<file path="src/rtl/token_delay_register_if.sv">
// Ready/valid token channel: upstream (in_*) and downstream (out_*) handshakes.
// The block under control uses the slave view; its environment uses the master view.
interface token_delay_register_if #(
  parameter int DATA_WIDTH = 8
);
  logic                  in_valid;
  logic                  in_ready;
  logic [DATA_WIDTH-1:0] in_bits;
  logic                  out_valid;
  logic                  out_ready;
  logic [DATA_WIDTH-1:0] out_bits;

  modport slave (
    input  in_valid, in_bits, out_ready,
    output in_ready, out_valid, out_bits
  );

  modport master (
    output in_valid, in_bits, out_ready,
    input  in_ready, out_valid, out_bits
  );
endinterface

</file>
<file path="src/rtl/token_delay_register.sv">
// Circular-buffer token FIFO preloaded with INIT_TOKENS copies of INIT_VALUE at reset.
// Handshake flags come only from registered occupancy, so there is no in->out bypass.
module token_delay_register #(
  parameter int              DATA_WIDTH  = 8,
  parameter logic [63:0]     INIT_VALUE  = 64'd0,
  parameter int              INIT_TOKENS = 1,
  parameter int              DEPTH       = 4,
  localparam int             AW          = $clog2(DEPTH),
  localparam int             OW          = AW + 1
) (
  input  logic                 clock,
  input  logic                 reset,
  token_delay_register_if.slave tok,
  output logic [OW-1:0]        occupancy,
  output logic [31:0]          enq_count,
  output logic [31:0]          deq_count
);

  localparam logic [OW-1:0]         FULL_OCC  = OW'(DEPTH);
  localparam logic [OW-1:0]         INIT_OCC  = OW'(INIT_TOKENS);
  localparam logic [AW-1:0]         INIT_WR   = AW'(INIT_TOKENS % DEPTH);
  localparam logic [DATA_WIDTH-1:0] INIT_DATA = INIT_VALUE[DATA_WIDTH-1:0];

  logic [DATA_WIDTH-1:0] mem_reg [DEPTH];
  logic [AW-1:0]         rd_reg;
  logic [AW-1:0]         wr_reg;
  logic [OW-1:0]         occ_reg;
  logic [OW-1:0]         occ_next;
  logic [31:0]           enq_reg;
  logic [31:0]           deq_reg;
  logic                  in_ready_w;
  logic                  out_valid_w;
  logic                  enq_fire;
  logic                  deq_fire;

  assign in_ready_w  = (occ_reg != FULL_OCC);
  assign out_valid_w = (occ_reg != '0);
  assign enq_fire    = tok.in_valid & in_ready_w;
  assign deq_fire    = tok.out_ready & out_valid_w;

  assign tok.in_ready  = in_ready_w;
  assign tok.out_valid = out_valid_w;
  assign tok.out_bits  = mem_reg[rd_reg];

  assign occupancy = occ_reg;
  assign enq_count = enq_reg;
  assign deq_count = deq_reg;

  always_comb begin
    occ_next = occ_reg;
    case ({enq_fire, deq_fire})
      2'b10:   occ_next = occ_reg + OW'(1);
      2'b01:   occ_next = occ_reg - OW'(1);
      default: occ_next = occ_reg;
    endcase
  end

  // Reset reloads the preloaded entries; the rest keep stale data (never visible).
  always_ff @(posedge clock) begin
    if (reset) begin
      for (int i = 0; i < DEPTH; i++) begin
        if (i < INIT_TOKENS) begin
          mem_reg[i] <= INIT_DATA;
        end
      end
    end else if (enq_fire) begin
      mem_reg[wr_reg] <= tok.in_bits;
    end
  end

  always_ff @(posedge clock) begin
    if (reset) begin
      rd_reg  <= '0;
      wr_reg  <= INIT_WR;
      occ_reg <= INIT_OCC;
      enq_reg <= '0;
      deq_reg <= '0;
    end else begin
      occ_reg <= occ_next;
      if (enq_fire) begin
        wr_reg  <= wr_reg + AW'(1);
        enq_reg <= enq_reg + 32'd1;
      end
      if (deq_fire) begin
        rd_reg  <= rd_reg + AW'(1);
        deq_reg <= deq_reg + 32'd1;
      end
    end
  end

endmodule

</file>
<file path="src/flat_wrapper.sv">
// flat-port wrapper written by rule: the top's interface ports become plain ports
module token_delay_register_flat 
#(
  parameter int              DATA_WIDTH  = 8,
  parameter logic [63:0]     INIT_VALUE  = 64'd0,
  parameter int              INIT_TOKENS = 1,
  parameter int              DEPTH       = 4,
  localparam int             AW          = $clog2(DEPTH),
  localparam int             OW          = AW + 1
)
  (clock, reset, occupancy, enq_count, deq_count, tok_in_valid, tok_in_bits, tok_out_ready, tok_in_ready, tok_out_valid, tok_out_bits);
  token_delay_register_if #(.DATA_WIDTH(DATA_WIDTH)) tok_i ();
  input  logic clock;
  input  logic reset;
  output logic [OW-1:0] occupancy;
  output logic [31:0] enq_count;
  output logic [31:0] deq_count;
  input wire logic [$bits(tok_i.in_valid)-1:0] tok_in_valid;
  input wire logic [$bits(tok_i.in_bits)-1:0] tok_in_bits;
  input wire logic [$bits(tok_i.out_ready)-1:0] tok_out_ready;
  output wire logic [$bits(tok_i.in_ready)-1:0] tok_in_ready;
  output wire logic [$bits(tok_i.out_valid)-1:0] tok_out_valid;
  output wire logic [$bits(tok_i.out_bits)-1:0] tok_out_bits;
  assign tok_i.in_valid = tok_in_valid;
  assign tok_i.in_bits = tok_in_bits;
  assign tok_i.out_ready = tok_out_ready;
  assign tok_in_ready = tok_i.in_ready;
  assign tok_out_valid = tok_i.out_valid;
  assign tok_out_bits = tok_i.out_bits;
  token_delay_register #(.DATA_WIDTH(DATA_WIDTH), .INIT_VALUE(INIT_VALUE), .INIT_TOKENS(INIT_TOKENS), .DEPTH(DEPTH)) u_core (.clock(clock), .reset(reset), .tok(tok_i), .occupancy(occupancy), .enq_count(enq_count), .deq_count(deq_count));
endmodule
</file>
<file path="config.mk">
export PLATFORM = sky130hd
export DESIGN_NAME = token_delay_register_flat
export DESIGN_NICKNAME = d
export VERILOG_FILES = /design/src/rtl/token_delay_register_if.sv /design/src/rtl/token_delay_register.sv /design/src/flat_wrapper.sv
export SDC_FILE = /design/constraint.sdc
export NUM_CORES = 1
export LEC_CHECK = 0
export CAP_MARGIN = 15
export CORE_ASPECT_RATIO = 2
export CORE_MARGIN = 5
export CORE_UTILIZATION = 54
export DETAILED_ROUTE_END_ITERATION = 12
export PLACE_DENSITY = 0.89
export SLEW_MARGIN = 0
export SYNTH_ARGS = -nofsm -noshare
export SYNTH_HDL_FRONTEND = slang
export SYNTH_SLANG_ARGS = --single-unit
</file>
<file path="constraint.sdc">
create_clock -name clock -period 4.8 [get_ports clock]
set_clock_uncertainty 0.1 [all_clocks]
set_input_delay 0.96 -clock clock [delete_from_list [all_inputs] [get_ports clock]]
set_output_delay 0.96 -clock clock [all_outputs]
set_load 0.005 [all_outputs]
</file>
# ---- After elaboration in Yosys (flattened, before gate mapping)
# Memories as Yosys holds them, arrays and structs flattened. A register that Yosys moved wholly into a read port is not among the register bits.
# Cells that the tools add are included.
dict set report totals {
  register_bits 71
  latchBits 0
  ramBits 32
  mem_bits_ro 0
  inputBits 12
  output_inout_bits 77
  word_cells 31
  memories 1
}
# memory words width rd rd_clocked_by_memory_dff write_ports line_no
set mem_list {}
lappend mem_list {u_core.mem_reg 4 8 1 1 1 token_delay_register.sv:24} ;# logic [DATA_WIDTH-1:0] mem_reg [DEPTH];
dict set report op_classes {
  n_addsub 6
  n_mul 0
  div 0
  order_cmp 0
  eq_ne 3
  shift 0
  muxes 11
  bitwise_logic 2
  reduce_logical 3
}
# operator count
set op_table {}
lappend op_table {{$add A32 B1 Y32 const B} 2}
lappend op_table {{$mux W8} 1}
lappend op_table {{$reduce_or A8 Y1} 1}
lappend op_table {{$mux W1} 6}
lappend op_table {{$mux W2} 3}
lappend op_table {{$pmux W3 S2} 1}
lappend op_table {{$add A2 B1 Y2 const B} 2}
lappend op_table {{$add A3 B1 Y3 const B} 1}
lappend op_table {{$ne A3 B3 Y1 const B} 1}
lappend op_table {{$reduce_bool A3 Y1} 1}
lappend op_table {{$sub A3 B1 Y3 const B} 1}
lappend op_table {{$and A1 B1 Y1} 2}
lappend op_table {{$eq A2 B1 Y1 const B} 1}
lappend op_table {{$eq A2 B2 Y1 const B} 1}
lappend op_table {{$reduce_bool A2 Y1} 1}

# ---- Longest topological paths before layout
# Gate-level depths: netlist (run 1).
dict set report depth {
  word_depth 7
  mapped_depth 10
  ltp_nobuf 9
}

# ---- Least setup slack after synthesis (run 1)
# No wires, ideal clock.
dict set report synth_path {
  path_kind {register -> register}
  from {reg u_core.occ_reg[2], in the netlist u_core.occupancy[2]}
  to {reg u_core.occ_reg[2], in the netlist u_core.occupancy[2]}
  setup_time_ns 0.070
  arrival_time_ns 2.495
  required_time_ns 4.630
  setup_slack_ns 2.134
  stages_incl_launch_ff 11
  path_buffers 1
  period_less_slack_ns 2.666
  cell_sequence {dfxtp_1 nor3b_1 inv_1 clkbuf_1 nand2_1 ha_1 inv_1 fa_1 xor2_1 or3_1 a21oi_1}
}
dict set report synth_via {
  elab_chain_len 4
  word_cells_on_any_way 10
  cone_classes {add/sub (2); eq/ne (3); mux (1); bitwise (2); reduce/logical (2)}
}
# element line_no
set synth_lines {}
lappend synth_lines {{start: declaration} token_delay_register.sv:27} ;# logic [OW-1:0] occ_reg;
lappend synth_lines {{start signal: assignment} token_delay_register.sv:79} ;# occ_reg <= occ_next;
lappend synth_lines {{$ne A3 B3 Y1 *} token_delay_register.sv:36} ;# assign in_ready_w = (occ_reg != FULL_OCC);
lappend synth_lines {{named net tok_in_ready} flat_wrapper.sv:21} ;# output wire logic [$bits(tok_i.in_ready)-1:0] tok_in_ready;
lappend synth_lines {{$and A1 B1 Y1 *} token_delay_register.sv:38} ;# assign enq_fire = tok.in_valid & in_ready_w;
lappend synth_lines {{$eq A2 B1 Y1 / $eq A2 B2 Y1 (equally long branches)} token_delay_register.sv:51} ;# case ({enq_fire, deq_fire})
lappend synth_lines {{$pmux W3 S2 / $reduce_bool A2 Y1 (equally long branches)} n/a}
# Mark *: on every way through the listed nets, which the timed path passes. The rest lies on a longest branch.
# A chain may end at the register's enable or synchronous reset.

# ---- Worst setup path in the final report (run 1)
dict set report layout_path {
  from {reg u_core.occ_reg[2], in the netlist u_core.occupancy[2]}
  to {out tok_in_ready}
}
dict set report layout_via {
  elab_chain_len 1
}
# element line_no
set layout_lines {}
lappend layout_lines {{$ne A3 B3 Y1} token_delay_register.sv:36}
lappend layout_lines {{end: declaration} flat_wrapper.sv:21}
# Every way passes these cells.

==> results of run 1 <==
==> worst paths after layout <==
check / startpoint / slack (ps) / cells after the start / to
worst max-delay path: u_core.occupancy[2]$_SDFFE_PP0P_ / 1440 / 3 / tok_in_ready
worst min-delay path: u_core.deq_count[31]$_SDFFE_PP0P_ / 390 / 2 / u_core.deq_count[31]$_SDFFE_PP0P_
worst max register to register: u_core.occupancy[2]$_SDFFE_PP0P_ / 1650 / 9 / u_core.occupancy[2]$_SDFFE_PP0P_
worst min register to register: u_core.deq_count[31]$_SDFFE_PP0P_ / 390 / 2 / u_core.deq_count[31]$_SDFFE_PP0P_
==> per-layer routing <==
metal	GRT usage [%]	vias up	wire [µm]
li1	-	1905	-
met1	25.7	1879	4150
met2	37.7	117	6080
met3	5.11	20	645
met4	8.76	0	255
met5	0	-	0
==> worst max-delay path, delay by kind of cell (launching register included) <==
kind | cells | cell delay, ps
DFF | 1 | 470
buffers and inverters | 2 | 880
and+or+nand+nor | 1 | 610
==> cell usage in the layout (no fill, tap or decap), drive strengths merged, types with 3 or more instances in the layout <==
cell,instances
edfxtp,32
inv,15
or3,13
or4,36
xor2,14
clkdlybuf4s50,87
and2,11
clkinvlp,3
ha,3
xnor2,9
o31ai,33
clkbuf,10
and3,5
dfxtp,73
nor4,4
buf,3
nor3,4
nand4,23
and4,10
o21ai,13
nor2,26
nand3,20
mux4,8
a21oi,47
nand2,26
==> layout make-up <==
class / count / area share [%]
sequential: 105 / 41.2
multi-input combinational: 314 / 35.4
inverter: 13 / 0.830
timing repair buffer: 91 / 15.2
clock buffer: 9 / 3.83
clock inverter: 7 / 1.34
tap: 100 / 2.13
==> report_power, final <==
part	switching [mW]	internal (mW)
Combinational	0.134	0.182
Sequential	0.0687	0.968
Clock	0.326	0.409
Total	0.529	1.56
==> cell families (layout without fill, tap and decap cells) <==
kind of cell	count (synthesis)	in the layout	share of synthesized area (%)
and+or+nand+nor	182	182	22.8
AOI/OAI and AO/OA	96	96	12.3
DFF	105	105	52.0
xor gates and xnor gates	23	23	4.32
adders and majority gates	4	4	1.24
muxes	9	9	4.11
buffers and inverters	39	120	3.33
==> results by group, run 1 <==
Global route
  – Largest net degree at the start of global routing: 71
  – GRT Residual Overflow: 0
  – Initial antenna violation count: 0
  – Global-route wire length before repair: 18.5 mm
  – Gr usage total: 22.0%
  – Vias in the first global route: 3925

Finish
  – Area grow syn2layout: 26.1%
  – FF/Latch Area: 2420 µm²
  – Final Util: 68.9%
  – Layout Nets: 550
  – Post-route cell area: 5880 µm²
  – Share of cells above drive strength 1: 5.75%
  – Layout Cells excl Fill: 639
  – N_diodes: 0
  – Multi-input logic area: 2080 µm²
  – Fillers: 659

Timing
  – Worst Tran Pin Value: 900 ps
  – Minimum clock period: 3360 ps
  – Max-slew violations: 0
  – Final setup fails: 0
  – RSZ-0062 raised after global routing: no
  – Final hold slack: 387 ps
  – Worst relative slew slack: 40.0%
  – Final WS setup: 1440 ps
  – Period utilisation layout: 70.1%
  – Setup_tns: 0 ps
  – FMAX: 0.297 GHz
  – Final hold viol count: 0

Synth
  – Primary FF master, synth: dfxtp_1
  – Post-synthesis sequential area ratio: 52.0%
  – Area leader, netlist: dfxtp_1
  – Yosys warnings: 0
  – Dominant cells by area after synthesis: dfxtp_1 31%, edfxtp_1 21%, or4_1 5.8%
  – EDFF count, synth: 32
  – Cell with the most instances after synthesis: dfxtp_1
  – Async SR Flop Fraction: 0%
  – Top cell type's share of synthesized area: 31.4%
  – Count of cell types in the netlist: 35
  – Mapped Cells: 458
  – Syn Nets: 474
  – Synthesized area: 4660 µm²
  – Syn_area_per_cell: 10.2 µm²
  – Post-synth top cells: 73 x dfxtp_1, 47 x a21oi_1, 36 x or4_1
  – Yosys reg bits: 105

Setup path
  – Crit path cell chain: nor3b_1 > inv_1 > clkdlybuf4s50_1
  – CP peak stage delay: 610 ps
  – Slowest cell on crit path: nor3b_1
  – CP startpoint kind: flop
  – CP required: 3740 ps
  – WP data arrival: 2300 ps
  – Worst-path fanout max: 11
  – Crit end category: output pin
  – Critical path type: flop to output pin

Floorplanning
  – Top Ports: 89
  – Die area: 10700 µm²
  – Initial Util: 54.7%
  – Core area: 8530 µm²
  – Die height: 141 µm
  – Die width: 75.7 µm
  – Num rows: 48

Place
  – Number of port buffers: 88
  – Dpl cells: 622
  – Placement-stage cell area: 5570 µm²
  – DPL Wire Length: 7.88 mm
  – Place WS: 1390 ps
  – GP Congestion: 0.849

Detailed routing
  – Vias: 3921
  – Post-route DRC: 0
  – Drt first-iter violations: 293
  – Vias per inst: 6.14
  – Post-route ant nets: 0
  – Total Wirelength: 11.1 mm
  – First-pass detailed-route iteration total: 5
  – WL/cell: 17.4 µm

Worst hold path
  – Hold Path Class: flop to flop

Clocking
  – Post-CTS Hold Fix Bufs: 0
  – Num CTS Buffers: 9
  – Clock Sinks: 105
  – CTS clk-pin slew, worst paths: 70 ps
  – Root Driver: clkbuf_16
  – Clock latency on the worst-skew pair: 340 ps
  – H-tree depth: 3
  – Clk buf depth: 2
  – Post CTS Setup Buffer Count: 0
  – Cts repair resizes: 0
  – CTS tree: done

Pwr
  – Pwr dens: 355 nW/µm²
  – Peak supply drop: 226 µV
  – LEAKAGE: 1.84 nW
  – Final total power: 2.09 mW

Job
  – MaxCap Viol Count: 0

Run status
  – Status: complete, no violations
Note: power is estimated with default switching activity, not from simulation.
==> run 2: changes to the inputs <==
- CORE_UTILIZATION: 54 -> 52
- PLACE_DENSITY: 0.89 -> 0.86
- clock period: 4.8 -> 3.19 ns (I/O delays scaled with it)
==> run 2 against run 1 <==
Via count up 2.1%. Total power up 51%. Setup slack worse by 1100 ps. First-iteration DRC count up 1.4%. Non-clock buffer count up 5. Final area up 0.72%. Wire length up 3.0%. Register-to-register slack worse by 1200 ps. Clock power up 52%. Utilization down 2.3 points. Die area up 3.5%. Combinational power up 53%. Critical endpoint is now tok_out_bits[4]. Largest cell class unchanged. Highest routed layer unchanged.
==> results by group, run 2 (synthesis gave the netlist of run 1 again) <==
Setup path
  – WP data arrival: 2070 ps (-230 ps)
  – Crit end category: output pin
  – Crit path cell chain: mux4_2 > clkdlybuf4s50_1
  – CP required: 2450 ps (-1290 ps)
  – Worst-path fanout max: 8 (-3)
  – Reg-to-reg endpoint: u_core.deq_count[24]$_SDFFE_PP0P_
  – CP delay by family, top: flip-flops
  – CP startpoint kind: flop
  – Reg2Reg Launch Point: u_core.deq_count[2]$_SDFFE_PP0P_
  – Bufs and invs on worst path: 1 (-1)
  – R2R depth: 4 (-5)
  – Slowest cell on crit path: dfxtp_1
  – CP peak stage delay: 660 ps (+50 ps)
  – R2R setup slack: 490 ps (-1160 ps)
  – Critical path type: flop to output pin

Floorplanning
  – Die width: 76.9 µm (+1.7%)
  – Core area: 8890 µm² (+4.2%)
  – Initial Util: 52.4% (-2.2 points)
  – Die area: 11100 µm² (+3.5%)
  – Die height: 144 µm (+1.8%)
  – Top Ports: 89 (unchanged)
  – Num rows: 49 (+2.1%)

Place
  – DPL Wire Length: 7.95 mm (+1.0%)
  – GP Congestion: 0.821 (-3.2%)
  – Dpl cells: 630 (+1.3%)
  – Place WS: 277 ps (-1110 ps)
  – Number of port buffers: 88 (unchanged)

Finish
  – Most common cell after layout, fill and taps aside: clkdlybuf4s50_1
  – N_diodes: 0 (unchanged)
  – Final Util: 66.6% (-2.3 points)
  – Fillers: 712 (+8.0%)
  – Layout Nets: 555 (+0.91%)
  – Area grow syn2layout: 27.1%
  – Share of cells above drive strength 1: 6.62% (+0.87 points)
  – Commonest non-fill, non-tap cells in the layout: 87 x clkdlybuf4s50_1, 73 x dfxtp_1, 47 x a21oi_1
  – Layout Cells excl Fill: 646 (+1.1%)

Detailed routing
  – WL/cell: 17.7 µm (+1.9%)
  – Post-route DRC: 0 (unchanged)
  – Vias: 4005 (+2.1%)
  – Drt first-iter violations: 297 (+1.4%)
  – Met3 WL: 526 µm (-18%)
  – Wl on met1: 4.32 mm (+4.2%)
  – Top layer in use: met4
  – Total Wirelength: 11.5 mm (+3.0%)
  – DR WL met2: 6.39 mm (+5.0%)
  – Post-route ant nets: 0 (unchanged)
  – Vias per inst: 6.20 (+1.0%)
  – First-pass detailed-route iteration total: 5 (unchanged)

Clocking
  – Root Driver: clkbuf_16
  – Clock latency on the worst-skew pair: 350 ps (about the same)
  – CTS tree: done
  – CTS clk-pin slew, worst paths: 70 ps (about the same)
  – H-tree depth: 3 (unchanged)
  – Clk buf depth: 2 (unchanged)
  – Num CTS Buffers: 9 (unchanged)
  – Post CTS Setup Buffer Count: 0 (unchanged)
  – Clock Sinks: 105 (unchanged)
  – Post-CTS Hold Fix Bufs: 0 (unchanged)
  – Cts repair resizes: 0 (unchanged)

Global route
  – Global-route wire length before repair: 19.0 mm (+3.0%)
  – Vias in the first global route: 3945 (+0.51%)
  – GRT Residual Overflow: 0 (unchanged)
  – Largest net degree at the start of global routing: 71 (unchanged)
  – Gr usage total: 21.1% (-0.92 points)
  – Initial antenna violation count: 0 (unchanged)

Job
  – MaxCap Viol Count: 0 (unchanged)

Timing
  – RSZ-0062 raised after global routing: no
  – Final hold viol count: 0 (unchanged)
  – Setup_tns: 0 ps (unchanged)
  – Max-slew violations: 0 (unchanged)
  – Worst Tran Pin Value: 936 ps (+35.7 ps)
  – Final WS setup: 383 ps (-1050 ps)
  – Minimum clock period: 2810 ps
  – FMAX: 0.356 GHz
  – Worst relative slew slack: 37.6% (-2.4 points)
  – Final setup fails: 0 (unchanged)
  – Period utilisation layout: 88.0%

Worst hold path
  – Hold-critical path depth: 2 (unchanged)
  – Hold Path Class: flop to flop
  – Hold Path Origin: u_core.deq_count[31]$_SDFFE_PP0P_
  – Hold Path Sink: u_core.deq_count[31]$_SDFFE_PP0P_

Run status
  – Status: complete, no violations

Pwr
  – LEAKAGE: 1.87 nW (+1.8%)
  – Pwr dens: 534 nW/µm² (+50%)
  – Final total power: 3.16 mW (+51%)
  – Peak supply drop: 345 µV (+52%)
-- run 2: changes by cell type in the layout (fill, tap and decap cells not counted), sizes merged --
cell / delta
clkbuf: -1
clkinv: +1
inv: +2
clkinvlp: -3
buf: +6
-- run 2: metal layers --
| layer | global-route usage, % | vias up |
|---|---|---|
| met1 | 23.3 | 1930 |
| met4 | 7.93 | 0 |
| met2 | 38.9 | 138 |
| li1 | - | 1914 |
| met3 | 4.52 | 23 |
| met5 | 0 | - |
-- run 2: worst max path at each step --
stage                                      from                           endpoint  slack, ps  cells past startpoint
2_1_floorplan  u_core.occupancy[2]$_SDFFE_PP0P_   u_core.occupancy[2]$_SDFFE_PP0P_        520                     10
3_3_place_gp                       tok_in_valid  u_core.enq_count[31]$_SDFFE_PP0P_        340                      5
3_5_place_dp                       tok_in_valid  u_core.enq_count[31]$_SDFFE_PP0P_        280                      5
4_1_cts        u_core.occupancy[2]$_SDFFE_PP0P_                       tok_in_ready        280                      4
5_1_grt                                    flop                    tok_out_bits[2]        230                      2
6_report                                   flop                    tok_out_bits[4]        380                      2
-- run 2: power by group --
part           internal (mW)  switching, mW
logic                  0.285          0.200
clock network          0.616          0.499
registers               1.46          0.104
-- run 2: layout make-up --
class | instances | area [µm²] | area share (%)
Clock inverter | 7 | 73.8 | 1.25
Inverter | 13 | 48.8 | 0.824
Timing Repair Buffer | 96 | 936 | 15.8
Clock buffer | 9 | 225 | 3.80
Tap cell | 102 | 128 | 2.16
Multi-Input combinational cell | 314 | 2090 | 35.3
Sequential cell | 105 | 2420 | 40.9
-- run 2: tightest hold or removal path, cell delays in order, from the launching register on --
cell     delay [ps]
dfxtp_1         320
o31ai_1          60
a21oi_1          50
-- run 2: stage by stage --
stage          hold WS [ps]  cell area [µm²]
2_1_floorplan           368             4660
3_3_place_gp            362             5620
3_5_place_dp            374             5620
4_1_cts                 386             5920
5_1_grt                 407             5920
6_report                383             5920
